[config.mk]
export PLATFORM = sky130hd
export DESIGN_NAME = lwe_decrypt_stream
export DESIGN_NICKNAME = d
export VERILOG_FILES = /design/src/rtl/lwe_decrypt_pkg.sv /design/src/rtl/lwe_decrypt_lane_mac.sv /design/src/rtl/lwe_decrypt_stream.sv
export SDC_FILE = /design/constraint.sdc
export NUM_CORES = 1
export LEC_CHECK = 0
export CORE_MARGIN = 2
export CORE_UTILIZATION = 46
export DETAILED_ROUTE_END_ITERATION = 7
export MAX_ROUTING_LAYER = met4
export PLACE_DENSITY = 0.76
export SLEW_MARGIN = 10
export SYNTH_ARGS = -nofsm -noshare
export SYNTH_HDL_FRONTEND = slang
export SYNTH_SLANG_ARGS = --single-unit
[constraint.sdc]
create_clock -name clk -period 2.4 [get_ports clk]
set_clock_uncertainty 0.1 [all_clocks]
set_input_delay 0.24 -clock clk [delete_from_list [all_inputs] [get_ports clk]]
set_output_delay 0.24 -clock clk [all_outputs]
set_load 0.005 [all_outputs]
[src/rtl/lwe_decrypt_pkg.sv]
// Shared definitions for the streaming LWE decrypt engine.
//   state_t         : FSM states (IDLE, ACCUM, HOLD)
//   calc_vec_len    : VEC_LEN = DIMENSION + 1 (b term plus n a-terms)
//   calc_beats      : BEATS = ceil(VEC_LEN / PARALLEL)
//   calc_round_half : ROUND_HALF = Q / (2P), the rounding offset for decode
// Derived constants are functions because the dimensions are per-instance
// parameters of lwe_decrypt_stream.
package lwe_decrypt_pkg;

    typedef enum logic [1:0] {
        IDLE  = 2'd0,
        ACCUM = 2'd1,
        HOLD  = 2'd2
    } state_t;

    function automatic int calc_vec_len(input int dimension);
        return dimension + 1;
    endfunction

    function automatic int calc_beats(input int vec_len, input int parallel);
        return (vec_len + parallel - 1) / parallel;
    endfunction

    function automatic int calc_round_half(input int q, input int p);
        return q / (2 * p);
    endfunction

endpackage

[src/rtl/lwe_decrypt_lane_mac.sv]
// Combinational beat reduction for lwe_decrypt_stream.
// Multiplies each sk/ct lane pair mod Q, drops lanes whose mask bit is low
// (vector positions past VEC_LEN on the final beat), and sums mod Q.
// Ports:
//   sk_entry  : PARALLEL x CIPHERTEXT_WIDTH secret-key lanes, lane 0 lowest
//   ct_entry  : PARALLEL x CIPHERTEXT_WIDTH ciphertext lanes
//   lane_mask : 1 = lane carries a real vector element
//   beat_sum  : sum of masked products, wrapped to CIPHERTEXT_WIDTH bits
module lwe_decrypt_lane_mac #(
    parameter int PARALLEL         = 1,
    parameter int CIPHERTEXT_WIDTH = 10
) (
    input  logic [PARALLEL*CIPHERTEXT_WIDTH-1:0] sk_entry,
    input  logic [PARALLEL*CIPHERTEXT_WIDTH-1:0] ct_entry,
    input  logic [PARALLEL-1:0]                  lane_mask,
    output logic [CIPHERTEXT_WIDTH-1:0]          beat_sum
);

    always_comb begin
        logic [CIPHERTEXT_WIDTH-1:0] prod;
        beat_sum = '0;
        prod     = '0;
        for (int unsigned i = 0; i < PARALLEL; i++) begin
            // Product evaluated at CIPHERTEXT_WIDTH bits: truncation is mod Q.
            prod = sk_entry[i*CIPHERTEXT_WIDTH +: CIPHERTEXT_WIDTH]
                 * ct_entry[i*CIPHERTEXT_WIDTH +: CIPHERTEXT_WIDTH];
            if (lane_mask[i]) begin
                beat_sum = beat_sum + prod;
            end
        end
    end

endmodule

[src/rtl/lwe_decrypt_stream.sv]
// Streaming LWE decryption engine.
// Accepts PARALLEL-wide sk/ct beats over a valid/ready handshake, accumulates
// the dot product mod Q over BEATS beats, decodes it to a plaintext and holds
// it on an output valid/ready handshake.
// Ports:
//   clk, rst_n          : clock, asynchronous active-low reset
//   clear               : synchronous abort, drops partial or held result
//   in_valid, in_ready  : input beat handshake (in_ready depends on state only)
//   sk_entry, ct_entry  : PARALLEL x CIPHERTEXT_WIDTH lanes, lane 0 lowest index
//   out_valid, out_ready: result handshake
//   result              : decoded plaintext, stable while held
//   busy                : high in ACCUM or HOLD
// Configuration macro: LWE_DECRYPT_ROUNDING_EN selects the rounded decode;
// without it the low PLAINTEXT_WIDTH bits of the accumulator are returned.
module lwe_decrypt_stream
    import lwe_decrypt_pkg::*;
#(
    parameter int PLAINTEXT_MODULUS  = 64,
    parameter int PLAINTEXT_WIDTH    = 6,
    parameter int CIPHERTEXT_MODULUS = 1024,
    parameter int CIPHERTEXT_WIDTH   = 10,
    parameter int DIMENSION          = 10,
    parameter int PARALLEL           = 1
) (
    input  logic                                 clk,
    input  logic                                 rst_n,
    input  logic                                 clear,
    input  logic                                 in_valid,
    output logic                                 in_ready,
    input  logic [PARALLEL*CIPHERTEXT_WIDTH-1:0] sk_entry,
    input  logic [PARALLEL*CIPHERTEXT_WIDTH-1:0] ct_entry,
    output logic                                 out_valid,
    input  logic                                 out_ready,
    output logic [PLAINTEXT_WIDTH-1:0]           result,
    output logic                                 busy
);

    localparam int VEC_LEN = calc_vec_len(DIMENSION);
    localparam int BEATS   = calc_beats(VEC_LEN, PARALLEL);
    localparam int CNT_W   = (BEATS > 1) ? $clog2(BEATS) : 1;

    generate
        if (PLAINTEXT_MODULUS != (1 << PLAINTEXT_WIDTH) ||
            CIPHERTEXT_MODULUS != (1 << CIPHERTEXT_WIDTH) ||
            CIPHERTEXT_WIDTH <= PLAINTEXT_WIDTH ||
            PARALLEL < 1 || PARALLEL > VEC_LEN) begin : g_bad_cfg
            $error("lwe_decrypt_stream: inconsistent parameters");
        end
    endgenerate

    state_t                      state;
    logic [CIPHERTEXT_WIDTH-1:0] acc;
    logic [CNT_W-1:0]            cnt;
    logic [PARALLEL-1:0]         lane_mask;
    logic [CIPHERTEXT_WIDTH-1:0] beat_sum;
    logic [CIPHERTEXT_WIDTH-1:0] acc_next;
    logic [PLAINTEXT_WIDTH-1:0]  decoded;
    logic                        last_beat;
    logic                        accept;

    assign in_ready  = (state != HOLD);
    assign out_valid = (state == HOLD);
    assign busy      = (state != IDLE);
    assign accept    = in_valid && in_ready;
    assign last_beat = (cnt == CNT_W'(BEATS - 1));

    // Lane i of beat cnt holds vector index cnt*PARALLEL+i; only the final
    // beat can carry indices past VEC_LEN.
    always_comb begin
        lane_mask = '0;
        for (int unsigned i = 0; i < PARALLEL; i++) begin
            lane_mask[i] = (int'(cnt) * PARALLEL + int'(i)) < VEC_LEN;
        end
    end

    lwe_decrypt_lane_mac #(
        .PARALLEL        (PARALLEL),
        .CIPHERTEXT_WIDTH(CIPHERTEXT_WIDTH)
    ) u_lane_mac (
        .sk_entry (sk_entry),
        .ct_entry (ct_entry),
        .lane_mask(lane_mask),
        .beat_sum (beat_sum)
    );

    // acc still holds the previous ciphertext while IDLE, so the first beat
    // loads rather than adds.
    assign acc_next = (state == IDLE) ? beat_sum : acc + beat_sum;

`ifdef LWE_DECRYPT_ROUNDING_EN
    localparam logic [CIPHERTEXT_WIDTH:0] ROUND_HALF =
        (CIPHERTEXT_WIDTH+1)'(calc_round_half(CIPHERTEXT_MODULUS, PLAINTEXT_MODULUS));

    logic [CIPHERTEXT_WIDTH:0] rounded;

    // The carry bit weighs exactly P after the shift, so dropping it wraps
    // values near Q to 0.
    assign rounded = {1'b0, acc_next} + ROUND_HALF;
    assign decoded = PLAINTEXT_WIDTH'(rounded >> (CIPHERTEXT_WIDTH - PLAINTEXT_WIDTH));
`else
    assign decoded = acc_next[PLAINTEXT_WIDTH-1:0];
`endif

    always_ff @(posedge clk or negedge rst_n) begin
        if (!rst_n) begin
            state  <= IDLE;
            acc    <= '0;
            cnt    <= '0;
            result <= '0;
        end else if (clear) begin
            state <= IDLE;
            acc   <= '0;
            cnt   <= '0;
        end else begin
            case (state)
                IDLE: begin
                    if (accept) begin
                        acc <= acc_next;
                        if (BEATS == 1) begin
                            result <= decoded;
                            state  <= HOLD;
                        end else begin
                            cnt   <= CNT_W'(1);
                            state <= ACCUM;
                        end
                    end
                end
                ACCUM: begin
                    if (accept) begin
                        acc <= acc_next;
                        if (last_beat) begin
                            result <= decoded;
                            cnt    <= '0;
                            state  <= HOLD;
                        end else begin
                            cnt <= cnt + CNT_W'(1);
                        end
                    end
                end
                HOLD: begin
                    if (out_ready) begin
                        state <= IDLE;
                    end
                end
                default: begin
                    state <= IDLE;
                end
            endcase
        end
    end

endmodule

# After elaboration in Yosys (flattened, before gate mapping)
# Cells that the tools add are included.
# op_classes
n_addsub	2
n_mul	1
magnitude_cmp	1
n_eq_ne	8
muxes	16
bitwise_logic	1
reduce_logical	11
# ops
op	count
$mux 10	5
$mux 4	4
$add 10x10->10	1
$mul 10x10->10	1
$mux 2	5
$ne 3x3->1 const B	3
$pmux 4 s2	1
$reduce_and 4->1	2
$pmux 2 s3	1
$reduce_bool 2->1	3
$add 4x1->4 const B	1
$eq 4x4->1 const B	1
$lt 4x4->1 const B	1
$ne 3x2->1 const B	1
$reduce_and 3->1	1
$reduce_bool 3->1	1
$eq 2x1->1 const B	1
$eq 2x2->1 const B	1
$logic_not 2->1	1
$ne 2x2->1 const B	1
$reduce_and 2->1	1
$reduce_or 2->1	1
$logic_and 1x1->1	1
$not 1->1	1
# word_totals
ff_bits	22
inputBits	25
output_inout_bits	9
elab_cells	44

# Longest topological paths before layout
# logic_depth
depth_word	7
mapped_depth	15
ltp_nobuf	15

# Modules after synthesis
# A second synthesis with hierarchy kept.
# unflattened
cells_unflattened	293
hier_area_um2	2518.7
# by_module_without_submodules
mod	instances	cells_each	area_per_inst_um2
lwe_decrypt_lane_mac	1	179	1476.4
lwe_decrypt_stream	1	114	1042.2

# Least setup slack after synthesis
# OpenSTA, ideal clock, no wires.
# synth_path
kind	input-to-reg
from	input ct_entry[3]
to	register acc[5]
arrival_ns	3.661
required_ns	2.204
setup_slack_ns	-1.457
path_stages	14
path_cell_list	and2_1 -> fa_1 -> ha_1 -> ha_1 -> ha_1 -> ha_1 -> ha_1 -> xor2_1 -> nor2_1 -> ha_1 -> nor4b_1 -> nor3_1 -> a22o_1 -> a311oi_2
# synth_via
elab_chain_len	7
# synth_lines
element	line_no	source
from (decl)	lwe_decrypt_stream.sv:31	input logic [PARALLEL*CIPHERTEXT_WIDTH-1:0] ct_entry,
$mul 10x10->10 *	lwe_decrypt_lane_mac.sv:26	* ct_entry[i*CIPHERTEXT_WIDTH +: CIPHERTEXT_WIDTH];
$mux 10 *	lwe_decrypt_lane_mac.sv:27	if (lane_mask[i]) begin
$add 10x10->10	lwe_decrypt_stream.sv:88	assign acc_next = (state == IDLE) ? beat_sum : acc + beat_sum;
$mux 10 *	lwe_decrypt_stream.sv:88	
$mux 10 *	lwe_decrypt_stream.sv:117, lwe_decrypt_stream.sv:129	
$mux 10 *	-	
$mux 10 *	lwe_decrypt_stream.sv:110	end else if (clear) begin
to (signal assigned)	lwe_decrypt_stream.sv:118	acc <= acc_next;
to (signal assigned)	lwe_decrypt_stream.sv:130	acc <= acc_next;
to (decl)	lwe_decrypt_stream.sv:52	logic [CIPHERTEXT_WIDTH-1:0] acc;
# Mark *: on every way between the ends. The rest lies on a longest branch, timed or not. The select of a mux whose other input is x is not followed.
# A chain may end at the register's enable or synchronous reset.

# Final worst setup path
# layout_path
from	input sk_entry[1]
to	register acc[5]
# layout_via
elab_chain_len	7
# layout_lines
element	line_no	source
from (decl)	lwe_decrypt_stream.sv:30	input logic [PARALLEL*CIPHERTEXT_WIDTH-1:0] sk_entry,
$mul 10x10->10 *	lwe_decrypt_lane_mac.sv:26	
$mux 10 *	lwe_decrypt_lane_mac.sv:27	
$add 10x10->10	lwe_decrypt_stream.sv:88	
$mux 10 *	lwe_decrypt_stream.sv:88	
$mux 10 *	lwe_decrypt_stream.sv:117, lwe_decrypt_stream.sv:129	
$mux 10 *	-	
$mux 10 *	lwe_decrypt_stream.sv:110	
# Marked as above.

==> results by group <==
Power
  • Power Density: 627 nW/um^2
  • Leak: 0.00107 uW
  • VDD IR-drop max: 0.482 mV

Final layout
  • Commonest non-fill, non-tap cell in the layout: buf_4
  • # diodes: 0
  • Leading cell types in the layout, fill and taps excluded: buf_4 (25), nand2_1 (18), dfrtp_1 (18), clkdlybuf4s50_1 (17), nor2_1 (16)
  • Layout area overhead: 55.3%
  • Share of layout cells above drive strength 1: 0.358
  • Final net count: 276

Clocking
  • CTS Sinks: 18
  • Hold buffers post-CTS: 0
  • Clock root cell: clkbuf_4
  • CTS tree: yes
  • CTS buffer count: 3
  • Clk_lat worst skew: 0.31 ns
  • CTS max path bufs: 2
  • Reg clk slew, reported paths: 0.11 ns
  • Htree depth: 1

Floorplanning
  • Die H: 61.9 um
  • Site row count: 21
  • Die W: 61.9 um
  • Core area: 3280 um^2
  • IO Count: 34
  • Initial Utilization: 0.469
  • Die Area: 3830 um^2

STA
  • Fin Hold WS: 0.284 ns
  • Crit path time final: 3.43 ns
  • Pins Over Slew Limit: 0
  • Fmax: 292 MHz
  • Post-route setup TNS: -5.01 ns
  • Final setup viols: 7
  • RSZ-0062 raised after global routing: true
  • Worst-Margin Slew: 0.816 ns
  • Final worst setup slack: -1.03 ns
  • Relative slew margins: 0.454
  • Crit share post-route: 1.43
  • Hold Fails Final Rpt: 0

Worst setup path
  • CP dominant cell by count: ha_4
  • Startpoint types: input pin
  • Crit-path max FO: 4
  • Slowest stage cell, crit path: fa_1
  • CP Capture Type: flip-flop
  • Cell Chain, Critical Path: buf_8, and2_4, fa_1, ha_4, ha_4, ha_4, ha_4, ha_4, xor2_2, nor2_2, ha_4, nor4bb_4, nor3_2, a22o_1, a311oi_2
  • Critical path arrival: 3.56 ns
  • Worst EP required: 2.53 ns
  • Max incr delay on CP: 0.58 ns
  • Critical path type: input pin to flip-flop

GRT
  • Total Routing Usage GR: 0.254
  • Grt total ovfl: 0
  • Initial antenna violation count: 0
  • First-pass GRT wire length: 6.87 mm
  • Vias in the first global route: 1544
  • Largest net degree at the start of global routing: 19

Drt
  • Vias per cell: 5.20
  • Total iterations of the first detailed-routing run: 4
  • # DRC: 0
  • Vias post-DR: 1431
  • WL/cell: 15.5 um
  • Drt total wl: 4.26 mm
  • DRT iter0 DRCs: 35
  • Antenna-violating nets left: 0

Synthesis
  • Synth Net Count: 220
  • Count of cell types in the netlist: 32
  • Mapped Cells: 174
  • EDFF count, synth: 0
  • Mapped cell area: 1540 um^2
  • Ys async rst share: 1.00
  • Main synth FF type: dfrtp_1
  • Synthesized area per cell: 8.85 um^2
  • Flops & latches, synth: 18
  • YS warnings: 0
  • Register area share after synthesis: 0.292

Placed design
  • Buffers on Ports: 25
  • DPL Wire Length: 3.04 mm
  • Gpl congestion: 0.815

Job
  • Number of max-cap violations: 0

Hold path
  • Min-delay worst type: input pin to asynchronous set/reset pin

Outcome
  • Status: finished, violations left
  • Failing checks: negative setup slack
-- state kept, by name, indices dropped and copies added, names as in the netlist --
signal	cells
acc	6
result	6
cnt	4
state	2
-- layer usage --
metal,GRT usage,up-vias,share of wire
met4,0.109,0,0.028
met2,0.492,39,0.56
met1,0.250,672,0.38
met3,0.0311,13,0.025
li1,-,707,-
met5,-,-,0
-- critical path: cells and delay by family --
family                     cells  cell delay, ns
AOI/OAI and AO/OA              2            0.45
xor gates and xnor gates       1            0.15
adders and majority gates      7            2.05
buffers and inverters          1            0.09
and+or+nand+nor                4            0.57
-- cell type report --
cell class,instances,area [um^2]
Tap cell,46,57.6
Clock buffer,4,36.3
Fill cell,254,892
Timing Repair Buffer,55,480
Multi-Input combinational cell,139,1320
Inverter,13,48.8
Sequential cell,18,450
-- logic make-up after synthesis --
logic type / synth area share
adder cells (fa/ha/maj): 0.190
AND/OR/NAND/NOR: 0.221
multiplexers: 0.0260
flip-flops: 0.292
AO/OA/AOI/OAI: 0.135
XOR/XNOR: 0.0942
buffers and inverters: 0.0414
-- power breakdown --
group	internal [uW]	switching [uW]	leakage (uW)
Sequential	338	46.8	0.000243
Combinational	485	432	0.000808
Clock	92.9	105	0.0000210
-- through the flow --
stage / area [um^2] / power [uW] / util / instances / setup slack, ns
global route: 2390 / 1600 / 0.728 / 275 / -1.15
global placement: 2110 / 1050 / 0.642 / 265 / -1.84
CTS: 2320 / 1400 / 0.707 / 274 / -1.08
finish: 2390 / 1500 / 0.728 / 275 / -1.03
floorplan: 1640 / 837 / - / 174 / -1.17
detailed placement: 2110 / 1090 / 0.642 / 265 / -1.97
-- worst paths after layout --
| kind | startpoint | end | slack [ns] | depth (start not counted) |
|---|---|---|---|---|
| setup / recovery | sk_entry[1] | acc[5] | -1.03 | 15 |
| hold / removal | rst_n | cnt[0] | 0.28 | 1 |
| setup reg to reg | cnt[1] | acc[4] | -0.13 | 13 |
| hold reg to reg | result[1] | result[1] | 0.41 | 2 |
| max in group asynchronous | rst_n | acc[4] | 1.41 | 1 |
| min in group clk | out_ready | state[1] | 0.39 | 2 |
-- cell usage after synthesis, types with 2 or more instances --
master	number	area (um^2)
a211oi_1	5	37.5
a21o_1	3	22.5
a21oi_1	6	30.0
and2_1	13	81.3
and3_1	2	12.5
clkbuf_1	4	15.0
dfrtp_1	18	450
fa_1	4	80.1
ha_1	17	213
inv_1	13	48.8
mux2i_1	4	40.0
nand2_1	20	75.1
nor2_1	17	63.8
nor2b_1	3	18.8
nor3_1	2	10.0
nor3b_1	2	15.0
nor4b_1	2	17.5
nor4bb_1	2	20.0
o2111ai_1	2	17.5
o21ai_0	11	55.1
xnor2_1	7	61.3
xor2_1	7	61.3
-- repair_timing --
action,CTS,global route
buffers inserted,5,1
resized for setup,62,14
pin swaps,23,22
setup endpoints to repair,8,10
No activity file was read; power rests on OpenSTA's default activity.
